`src/rtl/ctrl_pkg.sv`:
```
// ctrl_pkg: shared constants and types for the RV32I main decoder.
//   - Opcode encodings (instr[6:0]) for every opcode the decoder recognises.
//   - ALUOp encodings consumed by the downstream ALU-control block.
//   - ctrl_t: the bundle of control strobes produced by control_decode.
// Optional feature macro: CTRL_ILLEGAL_OP_EN adds the illegal flag to ctrl_t.
package ctrl_pkg;

  localparam logic [6:0] OP_R      = 7'b0110011;
  localparam logic [6:0] OP_IMM    = 7'b0010011;
  localparam logic [6:0] OP_LOAD   = 7'b0000011;
  localparam logic [6:0] OP_STORE  = 7'b0100011;
  localparam logic [6:0] OP_BRANCH = 7'b1100011;
  localparam logic [6:0] OP_JAL    = 7'b1101111;
  localparam logic [6:0] OP_JALR   = 7'b1100111;
  localparam logic [6:0] OP_LUI    = 7'b0110111;
  localparam logic [6:0] OP_AUIPC  = 7'b0010111;

  localparam logic [1:0] ALUOP_ADD = 2'b00;
  localparam logic [1:0] ALUOP_BR  = 2'b01;
  localparam logic [1:0] ALUOP_R   = 2'b10;
  localparam logic [1:0] ALUOP_I   = 2'b11;

  // funct7 values accepted for R-type (base and sub/sra variants).
  localparam logic [6:0] F7_BASE = 7'b0000000;
  localparam logic [6:0] F7_ALT  = 7'b0100000;

  typedef struct packed {
`ifdef CTRL_ILLEGAL_OP_EN
    logic       illegal;
`endif
    logic       reg_write;
    logic       mem_write;
    logic       mem_read;
    logic       mem_to_reg;
    logic       alu_src;
    logic       branch;
    logic       jump;
    logic [1:0] alu_op;
  } ctrl_t;

endpackage

```
`src/rtl/control_unit_if.sv`:
```
// control_unit_if: instruction fields in, registered control strobes out.
//   slave  : the decoder side (receives opcode/funct3/funct7, drives controls).
//   master : the fetch/issue side (drives instruction fields, observes controls).
// Signals:
//   opcode[6:0], funct3[2:0], funct7[6:0]        instruction fields
//   RegWrite, MemWrite, MemRead, MemToReg,
//   ALUSrc, Branch, Jump, ALUOp[1:0]             datapath controls
//   illegal                                      only with CTRL_ILLEGAL_OP_EN
interface control_unit_if;

  logic [6:0] opcode;
  logic [2:0] funct3;
  logic [6:0] funct7;
  logic       RegWrite;
  logic       MemWrite;
  logic       MemRead;
  logic       MemToReg;
  logic       ALUSrc;
  logic       Branch;
  logic       Jump;
  logic [1:0] ALUOp;
`ifdef CTRL_ILLEGAL_OP_EN
  logic       illegal;
`endif

  modport master (
    output opcode, funct3, funct7,
`ifdef CTRL_ILLEGAL_OP_EN
    input  illegal,
`endif
    input  RegWrite, MemWrite, MemRead, MemToReg, ALUSrc, Branch, Jump, ALUOp
  );

  modport slave (
    input  opcode, funct3, funct7,
`ifdef CTRL_ILLEGAL_OP_EN
    output illegal,
`endif
    output RegWrite, MemWrite, MemRead, MemToReg, ALUSrc, Branch, Jump, ALUOp
  );

endinterface

```
`src/rtl/control_decode.sv`:
```
// control_decode: purely combinational RV32I main decode.
//   opcode_i[6:0]  instr[6:0]
//   funct3_i[2:0]  instr[14:12] (only examined with CTRL_ILLEGAL_OP_EN)
//   funct7_i[6:0]  instr[31:25] (only examined with CTRL_ILLEGAL_OP_EN)
//   ctrl_o         control bundle; all-zero for unrecognised opcodes
// With CTRL_ILLEGAL_OP_EN, malformed encodings raise ctrl_o.illegal and squash
// every other strobe so an illegal instruction behaves as a bubble downstream.
module control_decode
  import ctrl_pkg::*;
(
  input  logic [6:0] opcode_i,
  input  logic [2:0] funct3_i,
  input  logic [6:0] funct7_i,
  output ctrl_t      ctrl_o
);

  ctrl_t base;

  always_comb begin
    base = '0;
    case (opcode_i)
      OP_R: begin
        base.reg_write = 1'b1;
        base.alu_op    = ALUOP_R;
      end
      OP_IMM: begin
        base.reg_write = 1'b1;
        base.alu_src   = 1'b1;
        base.alu_op    = ALUOP_I;
      end
      OP_LOAD: begin
        base.reg_write  = 1'b1;
        base.mem_read   = 1'b1;
        base.mem_to_reg = 1'b1;
        base.alu_src    = 1'b1;
      end
      OP_STORE: begin
        base.mem_write = 1'b1;
        base.alu_src   = 1'b1;
      end
      OP_BRANCH: begin
        base.branch = 1'b1;
        base.alu_op = ALUOP_BR;
      end
      OP_JAL: begin
        base.reg_write = 1'b1;
        base.jump      = 1'b1;
      end
      OP_JALR: begin
        base.reg_write = 1'b1;
        base.jump      = 1'b1;
        base.alu_src   = 1'b1;
      end
      OP_LUI, OP_AUIPC: begin
        base.reg_write = 1'b1;
        base.alu_src   = 1'b1;
      end
      default: base = '0;
    endcase
  end

`ifdef CTRL_ILLEGAL_OP_EN
  logic bad;

  always_comb begin
    bad = 1'b0;
    case (opcode_i)
      OP_R: begin
        bad = !(funct7_i inside {F7_BASE, F7_ALT}) ||
              ((funct7_i == F7_ALT) && !(funct3_i inside {3'b000, 3'b101}));
      end
      OP_LOAD:   bad = funct3_i inside {3'b011, 3'b110, 3'b111};
      OP_STORE:  bad = funct3_i > 3'b010;
      OP_BRANCH: bad = funct3_i inside {3'b010, 3'b011};
      OP_JALR:   bad = funct3_i != 3'b000;
      OP_IMM, OP_JAL, OP_LUI, OP_AUIPC: bad = 1'b0;
      default:   bad = 1'b1;
    endcase
  end

  always_comb begin
    ctrl_o = base;
    if (bad) begin
      ctrl_o         = '0;
      ctrl_o.illegal = 1'b1;
    end
  end
`else
  // funct fields only matter for legality checking.
  logic unused_funct;
  assign unused_funct = ^{funct3_i, funct7_i};
  assign ctrl_o       = base;
`endif

endmodule

```
`src/rtl/control_unit.sv`:
```
// control_unit: RV32I main decoder for the ID stage with a registered output stage.
//   clk  rising-edge clock
//   rst  synchronous active-high reset; clears every output, has priority
//   bus  control_unit_if.slave: opcode/funct3/funct7 in, control strobes out
// Outputs reflect the decode of the inputs present at the previous rising edge.
// Optional feature macro: CTRL_ILLEGAL_OP_EN (adds the registered illegal output).
module control_unit
  import ctrl_pkg::*;
(
  input  logic         clk,
  input  logic         rst,
  control_unit_if.slave bus
);

  ctrl_t ctrl_d;
  ctrl_t ctrl_q;

  control_decode u_decode (
    .opcode_i (bus.opcode),
    .funct3_i (bus.funct3),
    .funct7_i (bus.funct7),
    .ctrl_o   (ctrl_d)
  );

  always_ff @(posedge clk) begin
    if (rst) begin
      ctrl_q <= '0;
    end else begin
      ctrl_q <= ctrl_d;
    end
  end

  assign bus.RegWrite = ctrl_q.reg_write;
  assign bus.MemWrite = ctrl_q.mem_write;
  assign bus.MemRead  = ctrl_q.mem_read;
  assign bus.MemToReg = ctrl_q.mem_to_reg;
  assign bus.ALUSrc   = ctrl_q.alu_src;
  assign bus.Branch   = ctrl_q.branch;
  assign bus.Jump     = ctrl_q.jump;
  assign bus.ALUOp    = ctrl_q.alu_op;
`ifdef CTRL_ILLEGAL_OP_EN
  assign bus.illegal  = ctrl_q.illegal;
`endif

endmodule

```
`src/flat_wrapper.sv`:
```
// flat-port wrapper written by rule: the top's interface ports become plain ports
module control_unit_flat import ctrl_pkg::*;
  (clk, rst, bus_opcode, bus_funct3, bus_funct7, bus_RegWrite, bus_MemWrite, bus_MemRead, bus_MemToReg, bus_ALUSrc, bus_Branch, bus_Jump, bus_ALUOp);
  control_unit_if bus_i ();
  input  logic clk;
  input  logic rst;
  input wire logic [$bits(bus_i.opcode)-1:0] bus_opcode;
  input wire logic [$bits(bus_i.funct3)-1:0] bus_funct3;
  input wire logic [$bits(bus_i.funct7)-1:0] bus_funct7;
  output wire logic [$bits(bus_i.RegWrite)-1:0] bus_RegWrite;
  output wire logic [$bits(bus_i.MemWrite)-1:0] bus_MemWrite;
  output wire logic [$bits(bus_i.MemRead)-1:0] bus_MemRead;
  output wire logic [$bits(bus_i.MemToReg)-1:0] bus_MemToReg;
  output wire logic [$bits(bus_i.ALUSrc)-1:0] bus_ALUSrc;
  output wire logic [$bits(bus_i.Branch)-1:0] bus_Branch;
  output wire logic [$bits(bus_i.Jump)-1:0] bus_Jump;
  output wire logic [$bits(bus_i.ALUOp)-1:0] bus_ALUOp;
  assign bus_i.opcode = bus_opcode;
  assign bus_i.funct3 = bus_funct3;
  assign bus_i.funct7 = bus_funct7;
  assign bus_RegWrite = bus_i.RegWrite;
  assign bus_MemWrite = bus_i.MemWrite;
  assign bus_MemRead = bus_i.MemRead;
  assign bus_MemToReg = bus_i.MemToReg;
  assign bus_ALUSrc = bus_i.ALUSrc;
  assign bus_Branch = bus_i.Branch;
  assign bus_Jump = bus_i.Jump;
  assign bus_ALUOp = bus_i.ALUOp;
  control_unit u_core (.clk(clk), .rst(rst), .bus(bus_i));
endmodule
```
`config.mk`:
```
export PLATFORM = sky130hd
export DESIGN_NAME = control_unit_flat
export DESIGN_NICKNAME = d
export VERILOG_FILES = /design/src/rtl/ctrl_pkg.sv /design/src/rtl/control_unit_if.sv /design/src/rtl/control_decode.sv /design/src/rtl/control_unit.sv /design/src/flat_wrapper.sv
export SDC_FILE = /design/constraint.sdc
export NUM_CORES = 1
export LEC_CHECK = 0
export CAP_MARGIN = 40
export CORE_AREA = 5 5 42 44
export CTS_CLUSTER_DIAMETER = 50
export DETAILED_ROUTE_END_ITERATION = 7
export DIE_AREA = 0 0 47 49
export GPL_TIMING_DRIVEN = 0
export PLACE_DENSITY = 0.77
export SETUP_SLACK_MARGIN = 0.4
export SYNTH_ARGS = -nofsm -noshare
export SYNTH_HDL_FRONTEND = slang
export SYNTH_SLANG_ARGS = --single-unit
```
`constraint.sdc`:
```
create_clock -name clk -period 0.85 [get_ports clk]
set_input_delay 0.085 -clock clk [delete_from_list [all_inputs] [get_ports clk]]
set_output_delay 0.085 -clock clk [all_outputs]
set_load 0.01 [all_outputs]
```
**After elaboration in Yosys (flattened, before gate mapping)**

Index checks and enable logic that the tools add are counted.

- Equal/unequal tests: 9
- Mux-type cells: 7
- Reduce and logical (&&, ||, !) cells: 3

Operators by type and width:

| operator | number |
|---|---|
| 7-bit by 6-bit equality test with 1-bit output, second input constant | 3 |
| 7-bit equality test, second input constant | 3 |
| 7-bit by 5-bit equality test with 1-bit output, second input constant | 2 |
| 7-bit by 2-bit equality test with 1-bit output, second input constant | 1 |
| 7-bit OR reduction | 1 |
| 2-bit case mux with 3 select lines | 1 |
| 6-bit OR reduction | 1 |
| 1-bit 2-to-1 mux | 5 |
| 2-bit 2-to-1 mux | 1 |
| 2-bit OR reduction | 1 |

- Register bits after elaboration: 9
- Logic and storage cells: 27

**Logic depth before layout (Yosys ltp)**

Gate-level depths: netlist of the first run.

- Word-level depth: 3
- Depth in mapped cells: 4
- Mapped depth without buffers: 3

**Cells and area by module**

A second synthesis of the first run with hierarchy kept.

- Cell total of the unflattened synthesis: 39
- Area total of the unflattened synthesis: 370.4 sq um

By module, submodules not included:

| module | times used | cells an instance | area each (sq um) | seq. area each (sq um) |
|---|---|---|---|---|
| control_unit | 1 | 18 | 236.5 | 180.2 |
| control_decode | 1 | 21 | 133.9 | 0.0 |

**Worst setup path after synthesis of the first run**

OpenSTA, ideal clock, no wires.

- Path type: in2reg
- From: input rst
- To: register u_core.ctrl_q (netlist bit u_core.bus.MemWrite)
- Arrival: 0.791 ns
- Data required time: 0.763 ns
- Slack: -0.028 ns
- Cell stages on the path: 3
- Path buffers: 0
- Path through: nand3b_4 -> or3_4 -> nor4b_4

RTL lines:

| element | RTL line | source |
|---|---|---|
| from (decl) | flat_wrapper.sv:6 | `input logic rst;` |
| to (signal assigned) | control_unit.sv:29 | `ctrl_q <= ctrl_d;` |
| to (decl) | control_unit.sv:16 | `ctrl_t ctrl_q;` |

==> results of run 1 <==
==> cells in the final DEF (no fill, tap or decap), types with 2 or more instances in the layout <==
master                     netlist  layout
sky130_fd_sc_hd__buf_4           1       2
sky130_fd_sc_hd__nor2_1          5       3
sky130_fd_sc_hd__clkbuf_4        0       3
sky130_fd_sc_hd__dfxtp_2         0       2
sky130_fd_sc_hd__dfxtp_1         8       6
sky130_fd_sc_hd__buf_6           0       9
sky130_fd_sc_hd__nor2_4          0       2
sky130_fd_sc_hd__a21oi_2         0       2
sky130_fd_sc_hd__buf_2           1       9
==> per-layer routing <==
metal / vias up / global-route usage (%)
li1: 154 / -
met1: 149 / 7.30
met2: 15 / 12.2
met3: 0 / 2.58
met4: 0 / 4.15
met5: - / 0
==> cells by family after synthesis <==
family | after synthesis
AO/OA/AOI/OAI | 4
buffers and inverters | 2
flip-flops | 8
AND/OR/NAND/NOR | 16
==> power breakdown <==
part / leakage [nW] / switching, mW / internal, mW
Clock: 0.0138 / 0.123 / 0.161
Sequential: 0.0655 / 0.000609 / 0.378
Combinational: 0.194 / 0.0595 / 0.0741
==> worst max path at each step <==
stage | startpoint | end | slack [ns] | depth (start not counted)
after floorplan | rst | u_core.bus.MemWrite$_SDFF_PP0_ | -0.03 | 3
after global placement | bus_opcode[4] | u_core.bus.ALUSrc$_SDFF_PP0_ | -0.52 | 4
after detailed placement | bus_opcode[0] | u_core.bus.MemWrite$_SDFF_PP0_ | -0.53 | 4
after CTS | u_core.bus.MemRead$_SDFF_PP0_ | bus_MemToReg | -0.02 | 2
after global routing | u_core.bus.MemRead$_SDFF_PP0_ | bus_MemToReg | -0.04 | 2
final | u_core.bus.MemRead$_SDFF_PP0_ | bus_MemToReg | -0.009 | 2
==> cell usage after synthesis, drive strengths merged <==
library cell / n
buf: 2
nor4b: 1
nor2: 5
dfxtp: 8
o31a: 1
nor2b: 1
or3: 1
nand3b: 2
nor3: 1
a21oi: 2
nand2: 1
o21ai: 1
nand4b: 1
and3b: 1
nor3b: 1
nor4: 1
==> stage by stage <==
| stage | TNS, ns | utilization, % |
|---|---|---|
| 4_1_cts | -0.0185 | 39.6 |
| 3_3_place_gp | -3.86 | 37.9 |
| 3_5_place_dp | -4.13 | 37.9 |
| 2_1_floorplan | -0.0278 | - |
| 5_1_grt | -0.0413 | 44.0 |
| 6_report | -0.00861 | 44.0 |
==> what timing repair did <==
item	CTS	global route
hold buffers	0	0
pin swaps	5	5
setup buffers	3	2
endpoints found under the hold margin	0	0
endpoints found under the setup margin	17	17
resized for setup	74	14
==> final cells by class <==
| class | count | area (sq um) |
|---|---|---|
| tap | 16 | 20.0 |
| multi-input combinational | 20 | 210 |
| sequential | 8 | 163 |
| clock buffer | 3 | 22.5 |
| timing repair buffer | 21 | 175 |
| buffer | 2 | 26.3 |
| fill | 145 | 785 |
==> worst max-delay path: stages, from the launching register on <==
cell and delay, ns:
sky130_fd_sc_hd__dfxtp_2 0.32, sky130_fd_sc_hd__buf_6 0.10, sky130_fd_sc_hd__buf_6 0.11
==> sequential cells by signal (all words and copies together) (netlist names) <==
signal and flops:
u_core.bus.RegWrite 1, u_core.bus.MemWrite 1, u_core.bus.Branch 1, u_core.bus.MemRead 1, u_core.bus.ALUOp 2, u_core.bus.Jump 1
u_core.bus.ALUSrc 1
==> summary.md, run 1 <==
The flow ran to the end, but the final reports show violations. The final reports fail on setup timing. The wire-length estimate of the detail-placed layout is 568 um.

From left edge to right edge, the die measures 47 um. The min-delay analysis places its worst path in the category input port to flip-flop. Max-cap violations in this run came to 0. Number of standard cells in the layout, taps in and fillers out: 70. The longest clock path from root to sink contains 2 buffers. In this run the core area contains 14 standard-cell rows. For the final antenna-violating net count, the log shows 0. For the number of top-level pins, the log shows 28. The pin count of the biggest net entering global routing is 9, and the count of placed standard cells including taps is 62.

The tools report the worst-case hold slack as 0.0299 ns. At the end of routability-driven placement, the weighted congestion stood at 0.744. The data required time at the worst endpoint was 0.76 ns.

After detailed routing, the number of remaining DRC violations is 0. Counting flops and latches in the post-synthesis netlist gives 8. Of all nets on the critical path, the largest fanout is 2. After detailed routing, the average wire length per cell comes to 12.3 um. The cell area after layout is 617 sq um. The run gives 499 um as the total met2 wirelength after detailed routing. The root buffer cell chosen for the clock tree is sky130_fd_sc_hd__clkbuf_4. The initial utilization of the core area, before any placement, comes to 23.9%. The logs give 0.796 mW for the overall power and 77 um for the wire length on met3. The combined area of all synthesized cells was 335 sq um; the standard cell core area was 1400 sq um. Summed over all instances, the cell type with the most area after synthesis is sky130_fd_sc_hd__dfxtp_1. The cell area reported after detailed placement was 531 sq um.

The area fraction of the dominant cell type after synthesis works out to 47.8%. The run gives 2300 sq um as the area enclosed by the die boundary. For this design the static power due to leakage is 0.273 nW. By area the synthesized netlist is led by sky130_fd_sc_hd__dfxtp_1, sky130_fd_sc_hd__nor4b_4, sky130_fd_sc_hd__nand3b_4. The run gives 47.8% as the sequential fraction of the synthesis area. Power spread over the standard cell area amounts to 1290 nW/um^2.

The area fraction in and, or, nand and nor cells after synthesis is 41.4%, and the max-slew violation count is 0. Signal routing reaches up to met3. The mean number of vias per cell was 4.54.

Setup repair after global routing could not meet its margin everywhere. Ratio of cells with drive above 1 in the final layout: 74.1%. For this run the aggregate overflow at the end of global routing stands at 0. The critical path is of the flip-flop to primary output type. The initial antenna violation count was 0; the measured slew at the worst slew-check pin was 0.182 ns. IR analysis of the VDD net gives a maximum drop of 714 uV. In this run the vertical extent of the chip is 49 um. The kind of end point of the critical path is a primary output.

The via count of the first global-routing pass came out at 285. The worst hold path terminates at u_core.bus.MemRead$_SDFF_PP0_. After layout, the worst path uses 101% of the clock period. After synthesis, the share of cell area in mux cells is 0%. The detailed router placed 318 vias in this run. The post-route met1 wirelength is 286 um. The final layout contains 75 nets. The routed design could run at a clock period as short as 0.859 ns.

The start point of the worst min-delay path was bus_opcode[5]. When the netlist entered floorplanning its net count stood at 49. The worst setup path is launched from a flip-flop. The synthesized-area fraction occupied by ao, oa, aoi and oai cells is 7.09%, and the count of cell types in the netlist is 18.

The worst hold path stage count is 2, and the number of warnings printed during yosys synthesis is 0. The number of inserted diodes came out at 0. The first routing iteration left 3 violations. For this run, the detailed router's first-pass iteration total came to 4. The smallest setup slack after layout was -0.00861 ns. The worst-case headroom to the max-slew limit was 87.8%; the placement-stage worst setup slack was -0.531 ns.

The signal arrival time at the worst endpoint was 0.77 ns; the maximum frequency from static timing analysis was 1.16 GHz. After detailed routing, the total wire length is 863 um. The run gives 0 as the final number of hold-violating endpoints. The number of clock buffers added by TritonCTS is 3. The total track usage was 7.27%; the port buffer count was 16. After Yosys synthesis, full adders, half adders and majority gates account for 0% of the synthesized area.

The global-route wire length before repair came out at 1210 um. Clock-pin slew of the registers on the worst-case setup and hold paths: 0.05 ns. The setup-violating endpoint count in the final report was 1; the area growth from synthesis to final layout was 84.0%. The clock drives 8 sinks. Number of instances in the synthesized netlist: 30. By area, the combinational part of the netlist is dominated by simple AND/OR/NAND/NOR gates. The synthesized area per cell was 11.2 sq um. TritonCTS built the clock tree. The synthesized netlist devotes 0% of its cell area to XOR and XNOR gates. H-tree depth: 1.
Note: power is estimated with default switching activity, not from simulation.
==> run 2: changes to the inputs <==
--- a/config.mk
+++ b/config.mk
@@ -10,8 +10,7 @@
 export CTS_CLUSTER_DIAMETER = 50
 export DETAILED_ROUTE_END_ITERATION = 7
 export DIE_AREA = 0 0 47 49
-export GPL_TIMING_DRIVEN = 0
-export PLACE_DENSITY = 0.77
+export PLACE_DENSITY = 0.74
 export SETUP_SLACK_MARGIN = 0.4
 export SYNTH_ARGS = -nofsm -noshare
 export SYNTH_HDL_FRONTEND = slang
==> constraint.sdc (replaced) <==
create_clock -name clk -period 1 [get_ports clk]
set_input_delay 0.1 -clock clk [delete_from_list [all_inputs] [get_ports clk]]
set_output_delay 0.1 -clock clk [all_outputs]
set_load 0.01 [all_outputs]
==> run 2 against run 1 <==
Net effect:
- the flow now finishes without violations
- cell count increased by 2.9%
- via count increased by 0.31%
- count of clock-buffer cells in the layout unchanged
- first-iteration DRC count decreased by 33%
- critical path depth increased by 2
- largest power group unchanged
- non-clock buffer count increased by 2
==> summary.md, run 2 (synthesis results as in run 1) <==
The final number of hold-violating endpoints came out at 0. 28 I/O pins were placed. The wire-length estimate of the detail-placed layout is 563 um. The run gives 0 as the initial antenna violation count. The flow ran to the end, and the final reports show no timing, DRC or antenna violations. For the number of buffers inserted during clock tree synthesis, the log shows 3. For the number of inserted diodes, the log shows 0. After clock tree synthesis, the setup repair step added 0 buffers. The congestion estimate from routability-driven global placement came to 0.732. Before antenna repair, the detailed router went through 2 iterations. For this block, the initial DRC count from the detailed router was 2. The run gives 2 as the buffer depth of the longest clock path. The post-layout minimum cycle time works out to 0.813 ns. The startpoint kind of the worst setup timing path was an input port. Measured on the finished design, the core utilization comes to 40.8%.

Number of maximum-capacitance constraint violations: 0. Maximum frequency from static timing analysis: 1.23 GHz. Summed over all layers, the global routing overflow is 0.

In the final routed layout, each cell accounts on average for 10.5 um. In this run the horizontal extent of the chip is 47 um. Entering global routing, the biggest net connects 6 pins.

The first global-routing pass estimated 1390 um of wire. Dividing the detail-routed via count by the number of cells gives 4.43. TritonCTS built the clock tree. The post-route netlist has 67.9% of its cells at a drive strength greater than 1.

Of all nets on the critical path, the largest fanout is 5. In this run the remaining antenna-violating nets after routing total 0. The register with the most flip-flops in the layout has 2 of them. The top cell types in the final layout, fill and taps aside, are sky130_fd_sc_hd__buf_2, sky130_fd_sc_hd__buf_6, sky130_fd_sc_hd__buf_4, sky130_fd_sc_hd__dfxtp_1. The vertical extent of the die was 49 um. For this run, design rule violations remaining after detail routing come to 0. Clock tree synthesis found a total of 8 sinks. The measured slew at the worst slew-check pin was 0.167 ns; the signal arrival time at the worst endpoint was 0.98 ns. The logs give 319 for the via count and 0 for the number of hold-repair buffers added at the cts stage. The starting utilization of the core area came out at 23.9%. The data required time at the worst endpoint is 1.17 ns. The tools report the cell at the root of the clock tree as sky130_fd_sc_hd__clkbuf_4. At the placement stage, the worst setup path has a slack of -0.356 ns. After the last flow step, the layout net total stands at 77. The H-tree depth came out at 1. The type of the most critical hold path was input port to flip-flop. The logs give 14 for the number of standard-cell rows in the floorplan and 0 for the setup-violating endpoint count in the final report. The port buffer count is 17, and the worst-case hold slack is 0.143 ns.

By startpoint and endpoint, the worst setup path is classified as input port to flip-flop. The largest vdd supply drop was 342 uV; the max-slew violation count was 0. The post-detailed-routing wire length was 755 um; the area growth from synthesis to final layout was 70.5%. Smallest setup slack after layout: 0.187 ns. Clock-pin slew was measured on the worst setup and hold paths at 0.05 ns.

The tools report the leakage component of the power as 0.263 nW. The leading cell type in the layout, fill and taps excluded is sky130_fd_sc_hd__buf_2. For the final routed database, the setup TNS stands at 0 ns.

The die covers 2300 sq um. The kind of end point of the critical path was a flip-flop. The logs give 1400 sq um for the standard cell core area and 325 for the via count of the first global-routing pass. For the worst-case headroom to the max-slew limit, the log shows 88.8%. Final worst-path cycle share: 81.3%. Power per standard cell area: 1160 nW/um^2. Setup repair after global routing could not meet its margin everywhere. Global routing consumed, over all layers together, 8.89% of the routing resources.
[run 2: changes by cell type in the layout (fill, tap and decap cells not counted), moves of 2 or more]
cell | previous run | this run
sky130_fd_sc_hd__buf_4 | 2 | 7
sky130_fd_sc_hd__buf_6 | 9 | 7
sky130_fd_sc_hd__nor2_2 | 0 | 2
sky130_fd_sc_hd__nor2_4 | 2 | 0
[run 2: metal layers]
layer	routed length (um)	global-route usage, %
met5	0	0
met4	12	8.29
met3	73	4.06
met2	386	13.1
met1	283	8.63
[run 2: final timing paths]
kind | startpoint | end | slack, ns | depth (start not counted)
setup / recovery | rst | u_core.bus.MemWrite$_SDFF_PP0_ | 0.19 | 4
hold / removal | bus_opcode[4] | u_core.bus.MemRead$_SDFF_PP0_ | 0.14 | 3
[run 2: area by class of cell]
class | count | area [sq um]
repair buffers | 25 | 190
multi-input cells | 20 | 176
clock buffers | 3 | 22.5
flip-flops and latches | 8 | 163
well taps | 16 | 20.0
fillers | 154 | 830
[run 2: critical path, cell delays in order]
cell and delay [ns]:
sky130_fd_sc_hd__buf_6 0.09, sky130_fd_sc_hd__nand3b_4 0.14, sky130_fd_sc_hd__or3_4 0.41, sky130_fd_sc_hd__nor4b_4 0.24
[run 2: stage by stage]
step	area, sq um	instances	power, mW
6_report	572	72	0.664
5_1_grt	572	72	0.714
3_5_place_dp	573	69	0.433
3_3_place_gp	573	69	0.431
4_1_cts	556	72	0.673
2_1_floorplan	342	30	0.363
[run 2: repair_timing]
item | CTS | global route
resized for setup | 74 | 4
pin swaps | 8 | 5
setup endpoints to repair | 17 | 16
[run 2: power breakdown]
part	switching (mW)	internal, mW
logic	0.0437	0.0590
clock network	0.102	0.137
registers	0.000671	0.322
total	0.146	0.518
==> run 3: changes to the inputs <==
==> constraint.sdc (replaced) <==
create_clock -name clk -period 0.8 [get_ports clk]
set_input_delay 0.08 -clock clk [delete_from_list [all_inputs] [get_ports clk]]
set_output_delay 0.08 -clock clk [all_outputs]
set_load 0.01 [all_outputs]
==> run 3 against run 2 <==
Net effect:
- sequential cell count is the same
- sequential power is 25% higher
- count of clock-buffer cells in the layout is the same
- via count fell by 0.63%
- die area unchanged
- clock power increased by 28%
- sequential share of layout area is 2.4 points lower
- critical path depth is the same
- highest routed layer is now met3
==> summary.md, run 3 (synthesis results as in run 1) <==
For the combinational fraction of design power, the log shows 16.8%. Measured along the x axis, the die boundary spans 47 um. At the pin with the least slew margin, the transition time is 0.187 ns. The number of DRC violations after detailed routing is 0, and the accumulated negative setup slack is 0 ns. The final antenna-violating net count is 0. The tool flagged a number of max-cap violations equal to 0.

Cell internal power was estimated by the tool at 0.659 mW. The mean number of vias per cell was 4.40; the number of buffers inserted during clock tree synthesis was 3. The buffer depth of the longest clock path is 2. Data on the critical path is required at its endpoint by 0.95 ns. For the number of hold-repair buffers added at the cts stage, the log shows 0.

Relative to the synthesized area, the layout overhead comes to 94.8%. The tools report the starting utilization of the core area as 23.9%. The leading cell type in the layout, fill and taps excluded is sky130_fd_sc_hd__buf_6. The end point of the worst hold path is u_core.bus.ALUSrc$_SDFF_PP0_.

The logs give 0.0957 ns for the worst-case hold slack and 774 um for the post-detailed-routing wire length. The worst-case headroom to the max-slew limit is 87.4%. In the layout the commonest cells are sky130_fd_sc_hd__buf_6, sky130_fd_sc_hd__dfxtp_2, sky130_fd_sc_hd__buf_2, sky130_fd_sc_hd__buf_4, sky130_fd_sc_hd__clkbuf_4.

After routing the design area is 653 sq um. The final worst-path cycle share works out to 97.4%. In this run the power density over the cells is 1310 nW/um^2. Based on the critical path, the design can be clocked at up to 1.28 GHz. For the H-tree depth, the log shows 1. Total power for the finished layout comes to 0.853 mW. The worst setup path is launched from an input port. The total track usage was 8.03%; the final weighted congestion in routability-driven placement was 0.741. Clock-pin slew was measured on the worst setup and hold paths at 0.06 ns. After legalization and detailed placement, the total HPWL measured 581 um. The run finished with clean final reports.

The highest net fanout along the worst path was 4; the first-iteration detailed-routing DRC count was 5. The critical path start-end classification was input port to flip-flop. The type of the most critical hold path was input port to flip-flop.

Entering global routing, the biggest net connects 6 pins. The power dissipated by switching net loads is 0.194 mW. Setup repair after global routing could not meet its margin everywhere. The tools report the first-pass iteration count of the detailed router as 2. The part of the power in the clock network came out at 35.9%. Summed over all layers, the global routing overflow is 0.

The register with the most flip-flops in the layout has 2 of them. The initialized floorplan defines 14 standard-cell rows. The tools report the largest vdd supply drop as 591 uV. For the worst setup path, the data arrival time is 0.93 ns. Counting every sink on the clock net gives 8.

The ratio of cells with drive above 1 in the final layout is 83.9%, and the vertical extent of the die is 49 um. The tree is rooted in a sky130_fd_sc_hd__clkbuf_4. Input and output buffers added on the ports amount to 17.

The standard cell core area was 1400 sq um. Final number of hold-violating endpoints: 0. For the max-slew violation count, the log shows 0. In this run switching power makes up 22.8% of total power. Kind of end point of the critical path: a flip-flop. For the via count of the first global-routing pass, the log shows 329. The routed wire length per instance was 10.8 um. The via count is 317.

Setup violations remaining at the end of the flow were counted as 0. After the last flow step, the layout net total stands at 77. After detailed placement, the total cell area comes to 574 sq um. The leakage component of the power is 0.278 nW.

Along the worst hold path, the cell count comes to 3. TritonCTS built the clock tree. The part of the total power dissipated in sequential elements was 47.3%; the area enclosed by the die boundary was 2300 sq um. In this run the count of I/O pins placed on the die edge is 28. For the number of inserted diodes, the log shows 0. The initial antenna violation count is 0.

Start point of the worst min-delay path: bus_opcode[3]. The global-route wire length before repair came out at 1320 um. Post-layout minimum cycle time: 0.779 ns.
## run 3: cell count changes in the layout (fill, tap and decap cells not counted), sizes merged
cell	previous run	this run
buf	24	25
dlygate4sd2	1	0
## run 3: worst max path at each step
stage                                  startpoint  depth (start not counted)  slack [ns]                             end
CTS                                           rst                          4       -0.02  u_core.bus.MemWrite$_SDFF_PP0_
finish                                        rst                          4        0.02  u_core.bus.MemWrite$_SDFF_PP0_
floorplan                                     rst                          3       -0.07  u_core.bus.MemWrite$_SDFF_PP0_
detailed placement                  bus_opcode[0]                          4       -0.55  u_core.bus.MemWrite$_SDFF_PP0_
global placement                    bus_opcode[0]                          4       -0.53  u_core.bus.MemWrite$_SDFF_PP0_
global route        u_core.bus.MemRead$_SDFF_PP0_                          1       0.009                     bus_MemRead
## run 3: timing repair
action                     in CTS  in global routing
setup buffers                   1                  0
gates resized for setup        86                 10
cloned                          0                  0
pin swaps                      11                  6
setup endpoints to repair      17                 17
## run 3: per-stage QoR
step / setup WS [ns] / instances / util (%)
global placement: -0.528 / 68 / 41.0
CTS: -0.0190 / 72 / 43.9
finish: 0.0209 / 72 / 46.6
detailed placement: -0.550 / 68 / 41.0
global route: 0.00934 / 72 / 46.6
floorplan: -0.0728 / 30 / -
## run 3: layout make-up
cell class                      instances  area (sq um)
Multi-Input combinational cell         20           191
Tap cell                               16          20.0
Fill cell                             152           748
Clock buffer                            3          22.5
Timing Repair Buffer                   25           249
Sequential cell                         8           170
## run 3: critical path, cell delays in order
cell and delay [ns]:
sky130_fd_sc_hd__buf_6 0.09, sky130_fd_sc_hd__nand3b_4 0.14, sky130_fd_sc_hd__or3_4 0.41, sky130_fd_sc_hd__nor4b_4 0.21
## run 3: power by group through the flow
stage | logic [mW] | registers [mW] | clock network, mW
6_report | 0.143 | 0.403 | 0.306
5_1_grt | 0.155 | 0.403 | 0.353
4_1_cts | 0.132 | 0.403 | 0.320
3_5_place_dp | 0.128 | 0.411 | 0
3_3_place_gp | 0.125 | 0.411 | 0
2_1_floorplan | 0.0443 | 0.413 | 0
## run 3: routing by layer
metal  GRT usage, %  up-vias  share of wire (%)
li1               -      159                  -
met1           7.93      148                 35
met2           13.6       10                 59
met3           2.21        0                6.2
met4           5.53        0                  0
met5              0        -                  0
